### src/rtl/wb_ctrl_pkg.sv
// Shared definitions for the ONC-16 writeback controller.
// Holds the register-file geometry, the data width and the load-return
// queue sizing, plus the packed load-queue entry type.
package wb_ctrl_pkg;

  // Register file geometry.
  localparam int unsigned DATA_W    = 16;
  localparam int unsigned RF_ADDR_W = 3;
  localparam int unsigned RF_REG    = 8;

  typedef logic [RF_ADDR_W-1:0] rf_addr_t;
  typedef logic [DATA_W-1:0]    rf_data_t;

  // Hard-wired zero register; writes to it are dropped.
  localparam rf_addr_t RF_ZERO = '0;

  // Load-return queue sizing (LQ_DEPTH must be a power of two, >= 2).
  localparam int unsigned LQ_DEPTH = 2;
  localparam int unsigned LQ_CNT_W = $clog2(LQ_DEPTH) + 1;

  typedef struct packed {
    rf_addr_t rd;
    rf_data_t data;
  } lq_entry_t;

  localparam int unsigned LQ_W = $bits(lq_entry_t);

  function automatic logic is_zero_reg(rf_addr_t addr);
    return addr == RF_ZERO;
  endfunction

endpackage

### src/rtl/wb_ctrl_if.sv
// Writeback controller bus bundle.
// Carries the ALU result port, load issue notification, the load-return
// handshake (mem_valid/mem_ready), the register-file write port and the
// scoreboard/WAW status outputs.
//   master : issue/execute side (drives ALU, issue and memory-return inputs)
//   slave  : the writeback controller
interface wb_ctrl_if;
  import wb_ctrl_pkg::*;

  logic                  alu_valid;
  rf_addr_t              alu_rd;
  rf_data_t              alu_data;
  logic                  ld_issue;
  rf_addr_t              ld_issue_rd;
  logic                  mem_valid;
  logic                  mem_ready;
  rf_addr_t              mem_rd;
  rf_data_t              mem_data;
  rf_addr_t              rf_w_addr;
  rf_data_t              rf_w_data;
  logic                  rf_we;
  logic [RF_REG-1:0]     pend_mask;
  logic                  waw_err;

  modport master (
    output alu_valid, alu_rd, alu_data,
    output ld_issue, ld_issue_rd,
    output mem_valid, mem_rd, mem_data,
    input  mem_ready,
    input  rf_w_addr, rf_w_data, rf_we,
    input  pend_mask, waw_err
  );

  modport slave (
    input  alu_valid, alu_rd, alu_data,
    input  ld_issue, ld_issue_rd,
    input  mem_valid, mem_rd, mem_data,
    output mem_ready,
    output rf_w_addr, rf_w_data, rf_we,
    output pend_mask, waw_err
  );

endinterface

### src/rtl/wb_lq_fifo.sv
// Load-return FIFO for the writeback controller.
// Synchronous FIFO with synchronous active-high reset. Push and pop in the
// same cycle are allowed. Occupancy is held in a count register one bit
// wider than the pointers so full and empty are unambiguous.
// Ports:
//   clock, rst   : clock and synchronous reset
//   push_i       : write push_data_i (ignored when full)
//   push_data_i  : entry to enqueue
//   pop_i        : drop the head entry (ignored when empty)
//   head_o       : current head entry
//   full_o       : no free slot
//   empty_o      : no valid entry
//   count_o      : number of valid entries
module wb_lq_fifo #(
  parameter int unsigned Width = 8,
  parameter int unsigned Depth = 2
) (
  input  logic                       clock,
  input  logic                       rst,
  input  logic                       push_i,
  input  logic [Width-1:0]           push_data_i,
  input  logic                       pop_i,
  output logic [Width-1:0]           head_o,
  output logic                       full_o,
  output logic                       empty_o,
  output logic [$clog2(Depth):0]     count_o
);

  localparam int unsigned PtrW = (Depth > 1) ? $clog2(Depth) : 1;
  localparam int unsigned CntW = $clog2(Depth) + 1;

  logic [PtrW-1:0]  wr_ptr_q, rd_ptr_q;
  logic [CntW-1:0]  count_q, count_d;
  logic [Width-1:0] mem_q [Depth];
  logic             do_push, do_pop;

  assign full_o  = (count_q == CntW'(Depth));
  assign empty_o = (count_q == '0);
  assign count_o = count_q;
  assign head_o  = mem_q[rd_ptr_q];

  assign do_push = push_i && !full_o;
  assign do_pop  = pop_i && !empty_o;

  always_comb begin
    count_d = count_q;
    unique case ({do_push, do_pop})
      2'b10:   count_d = count_q + CntW'(1);
      2'b01:   count_d = count_q - CntW'(1);
      default: count_d = count_q;
    endcase
  end

  // Depth is a power of two, so pointers wrap naturally.
  always_ff @(posedge clock) begin
    if (rst) begin
      wr_ptr_q <= '0;
      rd_ptr_q <= '0;
      count_q  <= '0;
    end else begin
      if (do_push) wr_ptr_q <= wr_ptr_q + PtrW'(1);
      if (do_pop)  rd_ptr_q <= rd_ptr_q + PtrW'(1);
      count_q <= count_d;
    end
  end

  // Storage needs no reset: entries are only read when count_q says valid.
  always_ff @(posedge clock) begin
    if (do_push) mem_q[wr_ptr_q] <= push_data_i;
  end

endmodule

### src/rtl/wb_ctrl.sv
// Writeback controller for the ONC-16 core.
// Sole driver of the register-file write port. Each cycle the output
// register takes, in priority order: the ALU result, the oldest buffered
// load return, or nothing. Load returns that are not written immediately
// are queued in wb_lq_fifo. A per-register scoreboard tracks outstanding
// loads so issue can stall on pending destinations; an ALU write to a
// register with a pending load raises a one-cycle waw_err pulse.
// Optional feature macro: WB_LOAD_BYPASS_EN -- when defined, a load
// accepted while the FIFO is empty and the ALU is idle is written directly
// (latency 1) instead of being queued first (latency 2).
// Ports:
//   clock : system clock, all state on the rising edge
//   rst   : synchronous reset, active-high
//   bus   : wb_ctrl_if.slave (ALU/issue/memory inputs, RF write, status)
module wb_ctrl
  import wb_ctrl_pkg::*;
(
  input logic      clock,
  input logic      rst,
  wb_ctrl_if.slave bus
);

  lq_entry_t           lq_push_data, lq_head;
  logic                lq_push, lq_pop, lq_full, lq_empty;
  logic [LQ_CNT_W-1:0] lq_count;

  logic                mem_ready, mem_accept;

  logic                we_q, we_d;
  rf_addr_t            w_addr_q, w_addr_d;
  rf_data_t            w_data_q, w_data_d;
  logic [RF_REG-1:0]   pend_q, pend_d;
  logic                waw_q, waw_d;

  // A load written to the output register this edge, and its destination.
  logic                ld_wb;
  rf_addr_t            ld_wb_rd;

  wb_lq_fifo #(
    .Width (LQ_W),
    .Depth (LQ_DEPTH)
  ) u_lq_fifo (
    .clock       (clock),
    .rst         (rst),
    .push_i      (lq_push),
    .push_data_i (lq_push_data),
    .pop_i       (lq_pop),
    .head_o      (lq_head),
    .full_o      (lq_full),
    .empty_o     (lq_empty),
    .count_o     (lq_count)
  );

  assign mem_ready    = !rst && !lq_full;
  assign mem_accept   = bus.mem_valid && mem_ready;
  assign lq_push_data = '{rd: bus.mem_rd, data: bus.mem_data};

  // Writeback select and FIFO control.
  always_comb begin
    we_d     = 1'b0;
    w_addr_d = w_addr_q;
    w_data_d = w_data_q;
    lq_pop   = 1'b0;
    lq_push  = mem_accept;
    ld_wb    = 1'b0;
    ld_wb_rd = RF_ZERO;

    if (bus.alu_valid) begin
      we_d     = !is_zero_reg(bus.alu_rd);
      w_addr_d = bus.alu_rd;
      w_data_d = bus.alu_data;
    end else if (!lq_empty) begin
      lq_pop   = 1'b1;
      we_d     = !is_zero_reg(lq_head.rd);
      w_addr_d = lq_head.rd;
      w_data_d = lq_head.data;
      ld_wb    = 1'b1;
      ld_wb_rd = lq_head.rd;
    end
`ifdef WB_LOAD_BYPASS_EN
    else if (mem_accept) begin
      lq_push  = 1'b0;
      we_d     = !is_zero_reg(bus.mem_rd);
      w_addr_d = bus.mem_rd;
      w_data_d = bus.mem_data;
      ld_wb    = 1'b1;
      ld_wb_rd = bus.mem_rd;
    end
`endif
  end

  // Scoreboard: clear on load writeback, then set on issue so set wins.
  always_comb begin
    pend_d = pend_q;
    if (ld_wb) pend_d[ld_wb_rd] = 1'b0;
    if (bus.ld_issue && !is_zero_reg(bus.ld_issue_rd)) pend_d[bus.ld_issue_rd] = 1'b1;
    pend_d[RF_ZERO] = 1'b0;

    waw_d = bus.alu_valid && !is_zero_reg(bus.alu_rd) && pend_q[bus.alu_rd];
  end

  always_ff @(posedge clock) begin
    if (rst) begin
      we_q     <= 1'b0;
      w_addr_q <= '0;
      w_data_q <= '0;
      pend_q   <= '0;
      waw_q    <= 1'b0;
    end else begin
      we_q     <= we_d;
      w_addr_q <= w_addr_d;
      w_data_q <= w_data_d;
      pend_q   <= pend_d;
      waw_q    <= waw_d;
    end
  end

  assign bus.mem_ready = mem_ready;
  assign bus.rf_we     = we_q;
  assign bus.rf_w_addr = w_addr_q;
  assign bus.rf_w_data = w_data_q;
  assign bus.pend_mask = pend_q;
  assign bus.waw_err   = waw_q;

  lq_count_bound_a: assert property (@(posedge clock) disable iff (rst)
    lq_count <= LQ_CNT_W'(LQ_DEPTH));

endmodule

### src/flat_wrapper.sv
// flat-port wrapper written by rule: the top's interface ports become plain ports
module wb_ctrl_flat import wb_ctrl_pkg::*;
  (clock, rst, bus_alu_valid, bus_alu_rd, bus_alu_data, bus_ld_issue, bus_ld_issue_rd, bus_mem_valid, bus_mem_rd, bus_mem_data, bus_mem_ready, bus_rf_w_addr, bus_rf_w_data, bus_rf_we, bus_pend_mask, bus_waw_err);
  wb_ctrl_if bus_i ();
  input logic clock;
  input logic rst;
  input wire logic [$bits(bus_i.alu_valid)-1:0] bus_alu_valid;
  input wire logic [$bits(bus_i.alu_rd)-1:0] bus_alu_rd;
  input wire logic [$bits(bus_i.alu_data)-1:0] bus_alu_data;
  input wire logic [$bits(bus_i.ld_issue)-1:0] bus_ld_issue;
  input wire logic [$bits(bus_i.ld_issue_rd)-1:0] bus_ld_issue_rd;
  input wire logic [$bits(bus_i.mem_valid)-1:0] bus_mem_valid;
  input wire logic [$bits(bus_i.mem_rd)-1:0] bus_mem_rd;
  input wire logic [$bits(bus_i.mem_data)-1:0] bus_mem_data;
  output wire logic [$bits(bus_i.mem_ready)-1:0] bus_mem_ready;
  output wire logic [$bits(bus_i.rf_w_addr)-1:0] bus_rf_w_addr;
  output wire logic [$bits(bus_i.rf_w_data)-1:0] bus_rf_w_data;
  output wire logic [$bits(bus_i.rf_we)-1:0] bus_rf_we;
  output wire logic [$bits(bus_i.pend_mask)-1:0] bus_pend_mask;
  output wire logic [$bits(bus_i.waw_err)-1:0] bus_waw_err;
  assign bus_i.alu_valid = bus_alu_valid;
  assign bus_i.alu_rd = bus_alu_rd;
  assign bus_i.alu_data = bus_alu_data;
  assign bus_i.ld_issue = bus_ld_issue;
  assign bus_i.ld_issue_rd = bus_ld_issue_rd;
  assign bus_i.mem_valid = bus_mem_valid;
  assign bus_i.mem_rd = bus_mem_rd;
  assign bus_i.mem_data = bus_mem_data;
  assign bus_mem_ready = bus_i.mem_ready;
  assign bus_rf_w_addr = bus_i.rf_w_addr;
  assign bus_rf_w_data = bus_i.rf_w_data;
  assign bus_rf_we = bus_i.rf_we;
  assign bus_pend_mask = bus_i.pend_mask;
  assign bus_waw_err = bus_i.waw_err;
  wb_ctrl u_core (.clock(clock), .rst(rst), .bus(bus_i));
endmodule
### config.mk
export PLATFORM = sky130hd
export DESIGN_NAME = wb_ctrl_flat
export DESIGN_NICKNAME = d
export VERILOG_FILES = /design/src/rtl/wb_ctrl_pkg.sv /design/src/rtl/wb_ctrl_if.sv /design/src/rtl/wb_lq_fifo.sv /design/src/rtl/wb_ctrl.sv /design/src/flat_wrapper.sv
export SDC_FILE = /design/constraint.sdc
export NUM_CORES = 1
export LEC_CHECK = 0
export ABC_CLOCK_PERIOD_IN_PS = 2300
export CAP_MARGIN = 5
export CORE_ASPECT_RATIO = 1.25
export CORE_UTILIZATION = 30
export CTS_BUF_LIST = sky130_fd_sc_hd__clkbuf_16
export DETAILED_ROUTE_END_ITERATION = 7
export PLACE_DENSITY = 0.58
export SYNTH_ARGS = -nofsm -noshare
export SYNTH_HDL_FRONTEND = slang
export SYNTH_SLANG_ARGS = --single-unit
### constraint.sdc
create_clock -name clock -period 2.3 [get_ports clock]
set_input_delay 0.46 -clock clock [delete_from_list [all_inputs] [get_ports clock]]
set_output_delay 0.46 -clock clock [all_outputs]
set_load 0.01 [all_outputs]
After elaboration in Yosys (flattened, before gate mapping)
Memories as Yosys holds them, arrays and structs flattened. A register that Yosys moved wholly into a read port is not among the register bits. Index checks and enable logic that the tools add are counted.

$add $sub $neg: 4. Magnitude comparators: 5. Eq/ne operators: 4. Muxes and demuxes: 23. Bitwise operators: 3. Reduce and logical (&&, ||, !) cells: 20.

Operator list (number): 2-to-1 mux 16 bit (2); 2-to-1 mux 8 bit (2); < comparator 3 x 4 -> 1 bit, second input constant (3); 2-to-1 mux 3 bit (4); 2-to-1 mux 1 bit (11); logical AND 1 bit (9); logical NOT 3 bit (3); bitwise AND 8 bit (1); NOT 8 bit (1); bitwise OR 8 bit (1); demux 1 bit (select 3 bit) (2); >= comparator 3 x 1 -> 1 bit, second input constant (2); logical NOT 1 bit (6); equality test 2 bit, second input constant (2); case mux 2 bit (2 select lines) (1); binary-select mux 1 bit (select 3 bit) (1); adder 1 bit, second input constant (2); adder 2 x 1 -> 2 bit, second input constant (1); equality test 2 x 1 -> 1 bit, second input constant (1); logical NOT 2 bit (1); != test 2 bit, second input constant (1); nonzero test 2 bit (1); subtractor 2 x 1 -> 2 bit, second input constant (1).

Flip-flop bits (word level): 33. RAM bits: 38. Bits of input ports: 46. Logic and storage cells: 69. Memories: 1.

Memory list: u_core.u_lq_fifo.mem_q (words 2, bits a word 19, read ports 1, clocked after Yosys merged registers in 1, wr ports 1, line wb_lq_fifo.sv:34) `logic [Width-1:0] mem_q [Depth];`.

Logic depth before layout (Yosys ltp)
Depth after elaboration: 12. Mapped depth: 8.

Cells and area by module
Synthesis repeated with hierarchy kept, for this count alone.

Cell total of the unflattened synthesis: 223. Area, all modules: 2947.8 sq um.

By module, submodules not included: wb_lq_fifo (times used 1, cells an instance 85, area an instance 1589.0 sq um, sequential area each 1241.2 sq um); wb_ctrl (times used 1, cells an instance 138, area an instance 1358.8 sq um, sequential area each 560.5 sq um).

Least setup slack after synthesis
No wires, ideal clock.

Kind: input to register. Start: input rst. End: memory u_core.u_lq_fifo.mem_q[0][0] in the netlist's numbering (enable). Library setup time: 0.374 ns. Arrival: 1.548 ns. Setup slack: 0.378 ns. Stages: 3. Path buffers: 1. Cell sequence: clkbuf_1 or4_1 inv_1.

Word-level cells in the longest chain between the ends: 6.

RTL lines: start: declaration (line flat_wrapper.sv:6) `input logic rst;`; logical NOT 1 bit (line wb_ctrl.sv:54) `assign mem_ready = !rst && !lq_full;`; logical AND 1 bit (line wb_ctrl.sv:54); logical AND 1 bit (line wb_ctrl.sv:55) `assign mem_accept = bus.mem_valid && mem_ready;`; logical AND 1 bit (line wb_lq_fifo.sv:42) `assign do_push = push_i && !full_o;`; 2-to-1 mux 1 bit (line wb_lq_fifo.sv:69) `if (do_push) mem_q[wr_ptr_q] <= push_data_i;`; 2-to-1 mux 1 bit (implied by the code) (line wb_lq_fifo.sv:69); end: declaration (line wb_lq_fifo.sv:34).

No other way between the ends.

Final worst setup path
Start: input rst. End: output bus_mem_ready.

Word-level cells in the longest chain between the ends: 2.

RTL lines: logical NOT 1 bit (line wb_ctrl.sv:54); logical AND 1 bit (line wb_ctrl.sv:54); end: declaration (line flat_wrapper.sv:15) `output wire logic [$bits(bus_i.mem_ready)-1:0] bus_mem_ready;`.

No other way between the ends.

==> metrics <==
Mapped Area=2983 um2; CTS Hold Bufs=0; CP max FO=5; drt via density=4.744; Pwr Total=3.985 mW; clock power share=32.4%; Antenna Cells=0; Sw Share=28.13%; synth warn=0; cts bufs inserted=9; commonest cells after routing, fill and taps aside=clkdlybuf4s50_1, edfxtp_1, dfxtp_1; Final #Nets=370; CP max-delay cell=clkdlybuf4s50_1; critical path type=primary input to output port; # IOs=76; Remaining DRCs=0; PwrDens=970.1 nW/um2; Slowest Stage Delay on Critical Path=0.54 ns; Pleak=1.438 nW; Synth-to-Final Area Change=37.71%; Sink Count=71; Initial Util=30.88%; TNS Setup=0 ns; core area=9659 um2; arrival time at the worst endpoint=1.63 ns; Layout Skew=0.005245 ns; Setup crit end kind=output port; Post-Syn Instances=251; Setup violations, final=0; Total Routing Usage GR=13.64%; initial antenna violation count=0; final core utilization=42.53%; fmax=477.7 MHz; RD Place Congestion=0.7700; die area=10350 um2; register area share after synthesis=60.40%; Slew HR=48.01%; number of buffers added for setup after CTS=0; TritonRoute pass-1 iters=4; Detail Route Antenna Nets=0; first-pass GRT wire length=10.76 mm; fin. max-slew vios=0; CP startpoint=rst; Max Cap Viol=0; RSZ-0062 raised after global routing=no; clk buf depth=2; worst hold start=u_core.u_lq_fifo.wr_ptr_q; maximum vdd drop=0.0003744 V; Worst-path clk slew=0.05 ns; Critical R2R Launch=u_core.u_lq_fifo.count_o[0]; H-tree depth=3; post-synth net total=298; dpl ws=0.02928 ns; WL/cell=15.15 um; post-route setup slack=0.2065 ns; Fillers=924; largest net degree at the start of global routing=40; post-cts resize count=0; Most Frequent Cell on Critical Path=clkdlybuf4s50_1; CTS Root Cell=clkbuf_16; Rows=40; vias in the first global route=2163; Final Hold Fails=0; input/output buffers=74; Internal Power=2.864 mW; worst slew pin tran=0.7799 ns; Syn Area/Cell=11.88 um2; Hold Slack=0.4746 ns; outcome=completed; clock latency on the worst-skew pair=0.32 ns; Routed WL=6.879 mm; most common cell after layout, fill and taps aside=clkdlybuf4s50_1; Comb pwr share=27.9%; switching power=1.121 mW; CTS tree=built; First DRT Iteration DRCs=65; Tcrit/Tclk final=91.02%; layout cells sized above 1=7.622%; Netlist cell types=39; final worst path period need=2.094 ns; Die Span Y=113.5 um; worst path required time=1.84 ns; GRT overflow=0; Die Span X=91.19 um; CP cell instances=clkdlybuf4s50_1, nor2_1, clkdlybuf4s50_1; crit path launch type=primary input; via count=2154; HPWL Detailed=4.719 mm; type of the worst min-delay path=register to register; sequential power share=39.7%; synthesis-stage register bit count=71
==> state kept, by name, summed over array words and instances, names as in the netlist, named ones only <==
| name | flops |
|---|---|
| u_core.bus.rf_w_addr | 3 |
| u_core.bus.rf_w_data | 16 |
| u_core.u_lq_fifo.rd_ptr_q | 1 |
| u_core.bus.waw_err | 1 |
| u_core.u_lq_fifo.count_o | 2 |
| u_core.bus.rf_we | 1 |
| u_core.u_lq_fifo.wr_ptr_q | 1 |
| u_core.bus.pend_mask | 7 |
| u_core.u_lq_fifo.mem_q | 38 |
==> area by class of cell <==
type	count	area, um2	share of cell area [%]
Multi-Input combinational cell	152	1028	25.04
Timing Repair Buffer	82	813.3	19.80
Inverter	7	26.28	0.6397
Sequential cell	71	1802	43.86
Clock inverter	7	55.05	1.340
Clock buffer	9	225.2	5.483
Tap cell	126	157.7	3.838
==> cell families after synthesis <==
logic type               Yosys count  synth area share [%]
XOR/XNOR                           3                0.8810
buffers and inverters             28                 5.117
AO/OA/AOI/OAI                     56                 13.13
other                              1                0.1257
multiplexers                      26                 9.521
AND/OR/NAND/NOR                   65                 10.40
flip-flops                        71                 60.40
adder cells (fa/ha/maj)            1                0.4194
==> power by group through the flow <==
stage	logic, mW	clock network, mW	registers [mW]
floorplan	0.764	0	1.61
global route	1.23	1.37	1.60
global placement	1.11	0	1.60
finish	1.11	1.29	1.58
CTS	1.13	1.32	1.58
detailed placement	1.13	0	1.61
==> layer usage <==
metal  share of wire [%]  GRT usage, %  vias to the layer above
li1                    -             -                     1075
met1                  42         15.88                     1017
met2                  52         24.14                       55
met3                 4.1         2.533                        7
met4                 1.5         6.667                        0
met5                   0             0                        -
==> stage by stage <==
stage | area, um2 | instances
final | 4108 | 454
after global routing | 4108 | 454
after CTS | 4108 | 454
after detailed placement | 3827 | 438
after global placement | 3827 | 438
after floorplan | 2983 | 251
==> worst max-delay path, delay by kind of cell <==
| kind | cells | cell delay (ns) |
|---|---|---|
| buffers and inverters | 2 | 1.02 |
| and+or+nand+nor | 1 | 0.15 |
==> path summary, 6_finish.rpt <==
kind	end	slack [ns]	cells after the start
worst max-delay path	bus_mem_ready	0.21	3
worst max register to register	u_core.bus.rf_w_data[1]	0.58	4
worst min-delay path	u_core.u_lq_fifo.wr_ptr_q	0.47	2
worst min register to register	u_core.u_lq_fifo.wr_ptr_q	0.47	2
==> synthesized netlist by cell type <==
master	count	share of area (%)
nor2b_1	2	0.42
clkbuf_1	12	1.5
nand2b_1	3	0.63
o21bai_1	1	0.25
mux2i_2	1	0.46
or4_1	1	0.25
a21oi_1	23	3.9
a211o_1	19	5.6
inv_1	7	0.88
conb_1	1	0.13
xor2_1	2	0.59
o21a_1	1	0.25
o2bb2ai_1	1	0.29
or3_1	2	0.42
mux2i_1	21	7.0
ha_1	1	0.42
edfxtp_1	38	38
mux2_4	1	0.50
nor4_1	5	1.0
o31ai_1	2	0.50
mux2_1	1	0.38
buf_2	2	0.34
o21ai_1	1	0.17
o41ai_1	2	0.59
buf_4	2	0.50
xnor2_1	1	0.29
nor3_1	20	3.4
or2_1	1	0.21
mux2_2	1	0.38
o21ai_0	1	0.17
nor2_1	5	0.63
mux4_2	1	0.75
nand2_1	23	2.9
buf_6	5	1.9
and3_1	1	0.21
o32ai_1	4	1.2
a21oi_2	1	0.29
dfxtp_1	33	22
nand3_1	2	0.34
(Power assumes the default switching activity.)
